===== src/rtl/debouncer_multi.sv =====
// N-channel push-button debouncer with one-shot press pulses and per-channel hold-off FSMs.
// Optional auto-repeat while held: define DEBOUNCE_REPEAT_EN.
module debouncer_multi #(
  parameter int unsigned N_CH   = 2,
  parameter int unsigned DELAY  = 4,
  parameter int unsigned REPEAT = 8
) (
  input  logic            Clock,
  input  logic            Reset,
  input  logic            Enable,
  input  logic [N_CH-1:0] Switch,
  output logic [N_CH-1:0] One_Shot,
  output logic [N_CH-1:0] Pressed,
  output logic [N_CH-1:0] Busy
);

`ifdef DEBOUNCE_REPEAT_EN
  localparam int unsigned CNT_MAX = (DELAY > REPEAT) ? DELAY : REPEAT;
`else
  localparam int unsigned CNT_MAX = DELAY;
`endif
  localparam int unsigned CNT_W = $clog2(CNT_MAX + 1);

  if (N_CH < 1 || DELAY < 1 || REPEAT < 2) begin : g_bad_params
    $error("debouncer_multi: illegal parameters");
  end

  typedef enum logic [2:0] {
    IDLE = 3'd0,
    SHOT = 3'd1,
    OFF1 = 3'd2,
    HELD = 3'd3,
    OFF2 = 3'd4
  } state_t;

  for (genvar g = 0; g < N_CH; g++) begin : g_ch
    state_t           state_q, state_d;
    logic [CNT_W-1:0] cnt_q, cnt_d;
    logic             shot_q, shot_d;
    logic             pressed_q, pressed_d;
    logic             busy_q, busy_d;
    logic             dly_done;
    logic             rpt_fire;

    assign dly_done = (cnt_q == CNT_W'(DELAY - 1));

    always_ff @(posedge Clock or posedge Reset) begin
      if (Reset) begin
        state_q   <= IDLE;
        cnt_q     <= '0;
        shot_q    <= 1'b0;
        pressed_q <= 1'b0;
        busy_q    <= 1'b0;
      end else begin
        state_q   <= state_d;
        cnt_q     <= cnt_d;
        shot_q    <= shot_d;
        pressed_q <= pressed_d;
        busy_q    <= busy_d;
      end
    end

    // Next state and counter; outputs are registered from the next state so they follow the state exactly.
    always_comb begin
      state_d  = IDLE;
      cnt_d    = '0;
      rpt_fire = 1'b0;
      case (state_q)
        IDLE: state_d = (Switch[g] && Enable) ? SHOT : IDLE;
        SHOT: state_d = OFF1;
        OFF1: begin
          if (dly_done) begin
            state_d = HELD;
          end else begin
            state_d = OFF1;
            cnt_d   = cnt_q + CNT_W'(1);
          end
        end
        HELD: begin
          if (!Switch[g]) begin
            state_d = OFF2;
          end else begin
            state_d = HELD;
`ifdef DEBOUNCE_REPEAT_EN
            if (cnt_q == CNT_W'(REPEAT - 1)) begin
              rpt_fire = 1'b1;
            end else begin
              cnt_d = cnt_q + CNT_W'(1);
            end
`endif
          end
        end
        OFF2: begin
          if (dly_done) begin
            state_d = IDLE;
          end else begin
            state_d = OFF2;
            cnt_d   = cnt_q + CNT_W'(1);
          end
        end
        default: state_d = IDLE;
      endcase

      shot_d    = (state_d == SHOT) || rpt_fire;
      pressed_d = (state_d == SHOT) || (state_d == OFF1) || (state_d == HELD);
      busy_d    = (state_d == OFF1) || (state_d == OFF2);
    end

    assign One_Shot[g] = shot_q;
    assign Pressed[g]  = pressed_q;
    assign Busy[g]     = busy_q;
  end

endmodule


===== config.mk =====
export PLATFORM = sky130hd
export DESIGN_NAME = debouncer_multi
export DESIGN_NICKNAME = d
export VERILOG_FILES = /design/src/rtl/debouncer_multi.sv
export SDC_FILE = /design/constraint.sdc
export NUM_CORES = 1
export LEC_CHECK = 0
export CORE_MARGIN = 2
export CORE_UTILIZATION = 52
export CTS_BUF_LIST = sky130_fd_sc_hd__clkbuf_16
export CTS_CLUSTER_SIZE = 24
export DETAILED_ROUTE_END_ITERATION = 7
export PLACE_DENSITY = 0.74
export SLEW_MARGIN = 20
export SYNTH_ARGS = -nofsm -noshare
export SYNTH_HDL_FRONTEND = slang
export SYNTH_SLANG_ARGS = --single-unit

===== constraint.sdc =====
create_clock -name Clock -period 1.5 [get_ports Clock]
set_input_delay 0.15 -clock Clock [delete_from_list [all_inputs] [get_ports Clock]]
set_output_delay 0.15 -clock Clock [all_outputs]
set_load 0.05 [all_outputs]

### Word-level counts from Yosys, hierarchy flattened

Cells that the tools add are included.

| cells by class | value |
|---|---|
| muxes and demuxes | 14 |
| equality and inequality tests | 18 |
| reduce and logical (&&, ||, !) cells | 12 |
| add/sub/neg operators | 2 |

Operator list:

| operator | number |
|---|---|
| $eq A3 B2 Y1 const B | 10 |
| $pmux W3 S5 | 2 |
| $mux W3 | 8 |
| $eq A3 B1 Y1 const B | 4 |
| $eq A3 B3 Y1 const B | 4 |
| $add A3 B1 Y3 const B | 2 |
| $logic_not A3 Y1 | 2 |
| $logic_or A1 B1 Y1 | 6 |
| $mux W1 | 4 |
| $reduce_or A2 Y1 | 2 |
| $logic_and A1 B1 Y1 | 2 |

| storage, ports and cells | value |
|---|---|
| register bits after elaboration | 18 |
| output and inout bits | 6 |
| input bits | 5 |
| logic and storage cells | 56 |

### Depth between registers and ports, before layout

Gate-level depths: netlist (run 1).

| logic depth | value |
|---|---|
| depth after elaboration | 6 |
| gate-level depth with buffers | 4 |
| gate-level depth less buffers | 4 |

### Worst setup path after synthesis (run 1)

OpenSTA, ideal clock, no wires.

| timing path | value |
|---|---|
| path kind | register to register |
| from | reg g_ch[1].cnt_q[0] |
| to | reg g_ch[1].state_q[2] |
| setup time | 95 ps |
| data arrival time | 1134 ps |
| period minus slack after synthesis | 1229 ps |
| buffers on the path | 0 |
| required time | 1405 ps |
| setup slack | 271 ps |
| cell stages (with the launch flop) | 5 |
| path through | dfrtp_1 > ha_1 > nor2b_1 > or3_1 > o31ai_1 |

| on the way | value |
|---|---|
| word-level cells in the longest chain between the ends | 3 |

Ends and longest elaborated chain:

| element | RTL line | text |
|---|---|---|
| from (decl) | 38 | `logic [CNT_W-1:0] cnt_q, cnt_d;` |
| from (signal assigned) | 56 | `cnt_q <= cnt_d;` |
| $eq A3 B2 Y1 | 45 | `assign dly_done = (cnt_q == CNT_W'(DELAY - 1));` |
| $mux W3 | 94 | `if (dly_done) begin` |
| $pmux W3 S5 | 68 | `case (state_q)` |
| via g_ch[1].state_d[2] | 37 | `state_t state_q, state_d;` |
| to (signal assigned) | 55 | `state_q <= state_d;` |
| to (decl) | 37 |  |

The timed path passes the listed nets, and every way through them passes these cells.

### Final worst setup path (run 1)

Ends and elaborated chain as after synthesis.

==> results of run 1 <==
==> metal layers <==
| layer | vias to the layer above | track usage | part of all wire |
|---|---|---|---|
| li1 | 285 | - | - |
| met1 | 240 | 0.1777 | 0.50 |
| met2 | 12 | 0.1765 | 0.42 |
| met3 | 3 | 0.07347 | 0.067 |
| met4 | 0 | 0.05455 | 0.017 |
| met5 | - | 0 | 0 |
==> synth_stat cells <==
library cell,count,area [sq um]
a211oi_1,1,7.510
a21o_2,1,8.760
a21oi_1,2,10.01
a22oi_1,1,7.510
a31oi_1,1,6.260
buf_2,1,5.000
buf_4,7,52.55
buf_6,1,11.26
dfrtp_1,18,450.4
ha_1,2,25.02
inv_1,3,11.26
mux2i_1,1,10.01
nand2_1,5,18.77
nand2b_1,4,25.02
nand3_1,4,20.02
nand3b_1,1,7.510
nor2_1,9,33.78
nor2b_1,2,12.51
nor3_1,5,25.02
nor3b_1,2,15.01
nor3b_2,1,12.51
nor4_1,1,6.260
o21a_1,1,7.510
o21ai_0,2,10.01
o31ai_1,2,15.01
or2_2,1,6.260
or3_1,2,12.51
xor2_1,1,8.760
==> cell type report <==
type | instances | area, sq um
repair buffers | 11 | 92.59
clock inverters | 1 | 3.754
clock buffers | 3 | 75.07
multi-input cells | 52 | 311.5
inverters | 3 | 11.26
flip-flops and latches | 18 | 450.4
well taps | 16 | 20.02
fillers | 122 | 541.8
==> registers in the layout, indices dropped and copies added (netlist names) <==
name            flops
g_ch.state_q        6
g_ch.busy_q         2
g_ch.pressed_q      2
g_ch.shot_q         2
g_ch.cnt_q          6
==> how the worst min path moves through the flow <==
stage                           from            endpoint  slack, ps  depth (start not counted)
finish                         Reset  g_ch[1].state_q[0]        210                          3
global route                   Reset  g_ch[1].state_q[0]        260                          3
CTS                            Reset    g_ch[0].cnt_q[1]        220                          3
detailed placement  g_ch[0].cnt_q[0]    g_ch[0].cnt_q[0]        440                          1
global placement    g_ch[1].cnt_q[0]    g_ch[1].cnt_q[0]        430                          1
floorplan                      Reset      g_ch[0].busy_q         90                          1
==> power by group through the flow <==
stage	registers [mW]	logic [mW]	clock network (mW)
after global routing	0.857	0.897	0.555
after global placement	0.826	0.804	0
after floorplan	0.750	0.818	0
after CTS	0.827	0.821	0.531
after detailed placement	0.833	0.816	0
final	0.825	0.814	0.514
==> worst min-delay path: cells and delay by family <==
kind	cells	cell delay, ps
buffers and inverters	3	680
==> logic make-up (layout without fill, tap and decap cells) <==
logic type,after synthesis,after routing,share of synthesized area
mux,1,1,0.01189
xor+xnor,1,1,0.01040
buf+inv,12,18,0.09509
fa+ha+maj,2,2,0.02971
flops,18,18,0.5349
simple gates,37,37,0.2318
compound gates,11,11,0.08619
==> stage by stage <==
stage	util	setup WS [ps]	cells
floorplan	-	270.8	82
global placement	0.5880	245.8	100
detailed placement	0.5880	213.5	100
CTS	0.6404	211.1	104
global route	0.6404	162.4	104
finish	0.6404	217.3	104
==> impl_metrics.tcl, run 1 <==
set metrics [dict create \
    syn_to_final_growth_pct 14.56 \
    fin_worst_skew_ps 1.712 \
    critical_path_buf_inv_count 0 \
    ctsResizeCount 0 \
    post-cts-setup-buffers 0 \
    reg2regPathDepth 4 \
    cts_buffers 3 \
    max_stage_delay_ps 370 \
    critPathMaxFanout 4 \
    setup_tns_ps 0 \
    hold_buffers 0 \
    synthCells 82 \
    final_cell_mix "18 x dfrtp_1, 9 x nor2_1, 7 x buf_4" \
    antenna_left 0 \
    ios 11 \
    hold_class "input port to async pin" \
    ys_seq_elements 18 \
    die_w_um 44.24 \
    htreeDepth 1 \
    ys_types 28 \
    gp_congestion 0.7558 \
    slew_viol_final 0 \
    vias_per_cell 5.192 \
    fin_crit_ps 1283 \
    final_hold_viol_count 0 \
    clock_power_share 0.239 \
    grt_remaining_overflow 0 \
    row_count 14 \
    p_leak_nw 0.4554 \
    crit_family "simple AND/OR/NAND/NOR gates" \
    startpoint_type "flip-flop" \
    p_sw_mw 0.8179 \
    endpoint_kind "flip-flop" \
    wl_um 1126 \
    worst-setup-path-type "flip-flop to flip-flop" \
    remaining_drc_errors 0 \
    cp.depth 4 \
    cp_slowest_cell "dfrtp_1" \
    portBuffers 10 \
    p_int_mw 1.335 \
    status "finished clean" \
    grt_pass1_wl_um 1828 \
    power_mw 2.153 \
    design_area_sq_um 964.7 \
    core_region_area_sq_um 1506 \
    cts_buffer_depth 2 \
    path_clk_slew_ps 50 \
    reg2reg_to "g_ch[1].state_q[2]" \
    diodes 0 \
    worstSetupEndpoint "g_ch[1].state_q[2]" \
    r2r_start "g_ch[1].cnt_q[0]" \
    syn-mean-instance-area_sq_um 10.27 \
    hpwlAfterDp_um 799 \
    place_area_sq_um 885.9 \
    power_frac_comb 0.378 \
    clock_latency_ps 250 \
    r2r_setup_slack_ps 220 \
    switching_share 0.3799 \
    grt_max_degree 19 \
    synthesis.nets 89 \
    drive_gt1_frac 0.1477 \
    antenna_found_initial 0 \
    max_freq_mhz 779.6 \
    sequentialPowerShare 0.383 \
    die_area_sq_um 1957 \
    wl_per_cell_um 10.83 \
    die_y_um 44.24 \
    hold_ws_ps 213.8 \
    layout_commonest_cell "dfrtp_1" \
    grt_use_total 0.1325 \
    first_pass_iters 6 \
    cp.arrival_ps 1440 \
    syn-cell-area_sq_um 842.1 \
    nNetsFinal 96 \
    setup.worst_path.start "g_ch[1].cnt_q[0]" \
    period_share 0.8551 \
    synth_seq_area_share 0.5349 \
    crit_chain "ha_1 > nor2b_1 > or3_1 > o31ai_1" \
    cts.sink_count 18 \
    maxCapViolCount 0 \
    irDropWorstVdd_mv 1.378 \
    crit_required_ps 1660 \
    cts-root-buf "clkbuf_16" \
    slew-limit-headroom 0.8161 \
    first_global_vias 431 \
    yosysWarnings 0 \
    cts_tree "yes" \
    start_util 0.5590 \
    pwr_density_cell_nw_per_um2 2232 \
    setup_viol 0 \
    drt_iter0_markers 9 \
    rsz0062_at_grt "false" \
    tightest_slew_ps 275.8 \
    vias 540 \
]
Note: power is estimated with default switching activity, not from simulation.
==> inputs of run 2 (changes only) <==
CORE_MARGIN = unset   (was 2)
CORE_UTILIZATION = 55   (was 52)
CTS_BUF_LIST = sky130_fd_sc_hd__clkbuf_8   (was sky130_fd_sc_hd__clkbuf_16)
PLACE_DENSITY = 0.88   (was 0.74)
==> run 2 against run 1 <==
Compared with the run above:
- clock-buffer cell count rose by 1
- power fell by 5.8%
- fmax fell by 3.6%
- first-iteration DRC count did not move
- critical path depth did not move
- wire length rose by 4.0%
- cell count fell by 0.96%
- sequential power rose by 0.8%
- global-route usage rose by 3.8 points
- critical path type unchanged
- largest cell class unchanged
==> impl_metrics.tcl, run 2 (synthesis results as in run 1) <==
set metrics [dict create \
    fill_cells 103 \
    period_share 0.8873 \
    vias 563 \
    wl_um 1171 \
    slew_viol_final 0 \
    worst-setup-path-type "flip-flop to flip-flop" \
    p_leak_nw 0.4457 \
    gp_congestion 0.6893 \
    drive_gt1_frac 0.1591 \
    status "finished clean" \
    busiest_layer "met2" \
    antenna_left 0 \
    die_y_um 41.13 \
    antenna_found_initial 0 \
    critPathMaxFanout 4 \
    cts.sink_count 18 \
    use_met3 0.01630 \
    final_hold_viol_count 0 \
    first_global_vias 465 \
    grt_pass1_wl_um 1897 \
    hold_ws_ps 199.0 \
    setup_tns_ps 0 \
    r2r_start "g_ch[1].cnt_q[0]" \
    diodes 0 \
    endpoint_kind "flip-flop" \
    htreeDepth 1 \
    core_region_area_sq_um 1366 \
    row_count 13 \
    slew-limit-headroom 0.8131 \
    portBuffers 10 \
    start_util 0.6163 \
    max_freq_mhz 751.3 \
    first_pass_iters 4 \
    largestRegisters "g_ch.cnt_q (6), g_ch.state_q (6)" \
    path_clk_slew_ps 60 \
    ctsResizeCount 0 \
    die_w_um 41.13 \
    use_met1 0.2321 \
    clock_latency_ps 250 \
    drt_iter0_markers 9 \
    ios 11 \
    layout_commonest_cell "dfrtp_1" \
    cts_buffers 3 \
    vias_per_cell 5.466 \
    remaining_drc_errors 0 \
    cp.arrival_ps 1480 \
    irDropWorstVdd_mv 1.148 \
    setup_viol 0 \
    grt.met2_usage 0.2852 \
    wl_per_cell_um 11.37 \
    cts_buffer_depth 2 \
    maxCapViolCount 0 \
    rsz0062_at_grt "false" \
    grt_max_degree 19 \
    setup.worst_path.start "g_ch[1].cnt_q[0]" \
    cts_tree "yes" \
    hold_class "input port to async pin" \
    hpwlAfterDp_um 838.3 \
    pwr_density_cell_nw_per_um2 2159 \
    fin_worst_skew_ps 1.302 \
    hold_buffers 0 \
    final_cell_mix "18 x dfrtp_1, 9 x nor2_1, 7 x buf_4" \
    startpoint_type "flip-flop" \
    fin_crit_ps 1331 \
    grt_use_total 0.1703 \
    nNetsFinal 96 \
    syn_to_final_growth_pct 11.59 \
    grt_remaining_overflow 0 \
    post-cts-setup-buffers 0 \
    cts-root-buf "clkbuf_8" \
    tightest_slew_ps 280.4 \
    die_area_sq_um 1692 \
    crit_required_ps 1650 \
]
==> run 2: final cells by class <==
class | instances | area (sq um) | share of cell area
clock buffer | 4 | 55.05 | 0.05859
inverter | 3 | 11.26 | 0.01198
multi-input combinational | 52 | 311.5 | 0.3316
sequential | 18 | 450.4 | 0.4794
tap | 15 | 18.77 | 0.01997
timing repair buffer | 11 | 92.59 | 0.09854
==> run 2: routing by layer <==
metal | vias to the layer above | part of all wire
met5 | - | 0
met4 | 0 | 0.016
met3 | 2 | 0.044
met2 | 14 | 0.46
met1 | 261 | 0.48
li1 | 286 | -
==> run 2: metrics by stage <==
step	instance area (sq um)	total power [mW]	cells	util	setup slack, ps
after CTS	939.7	2.042	103	0.6877	169.7
final	939.7	2.029	103	0.6877	169.0
after floorplan	842.1	1.568	82	-	270.8
after detailed placement	884.6	1.648	99	0.6474	185.8
after global placement	884.6	1.619	99	0.6474	248.5
after global routing	939.7	2.178	103	0.6877	117.4
==> run 2: critical path, stage by stage, from the launching register on <==
cell,delay [ps]
dfrtp_1,380
ha_1,220
nor2b_1,160
or3_1,380
o31ai_1,90
==> run 2: power breakdown <==
group	internal (mW)	switching (mW)
clock	0.233	0.153
sequential	0.660	0.172
combinational	0.320	0.491
total	1.21	0.816
==> run 2: path summary, 6_finish.rpt <==
check	endpoint	slack, ps	cells past startpoint
worst max register to register	g_ch[1].state_q[2]	170	4
worst min-delay path	g_ch[0].cnt_q[0]	200	3
min in group Clock	g_ch[0].cnt_q[0]	440	1
max in group asynchronous	g_ch[1].shot_q	1120	3
worst min register to register	g_ch[0].cnt_q[0]	440	1
worst max-delay path	g_ch[1].state_q[2]	170	4
==> inputs of run 3 (changes only) <==
TNS_END_PERCENT = 50   (was unset)
==> results of run 3 <==
No change in the layout: final DEF, timing and power equal those of run 2.
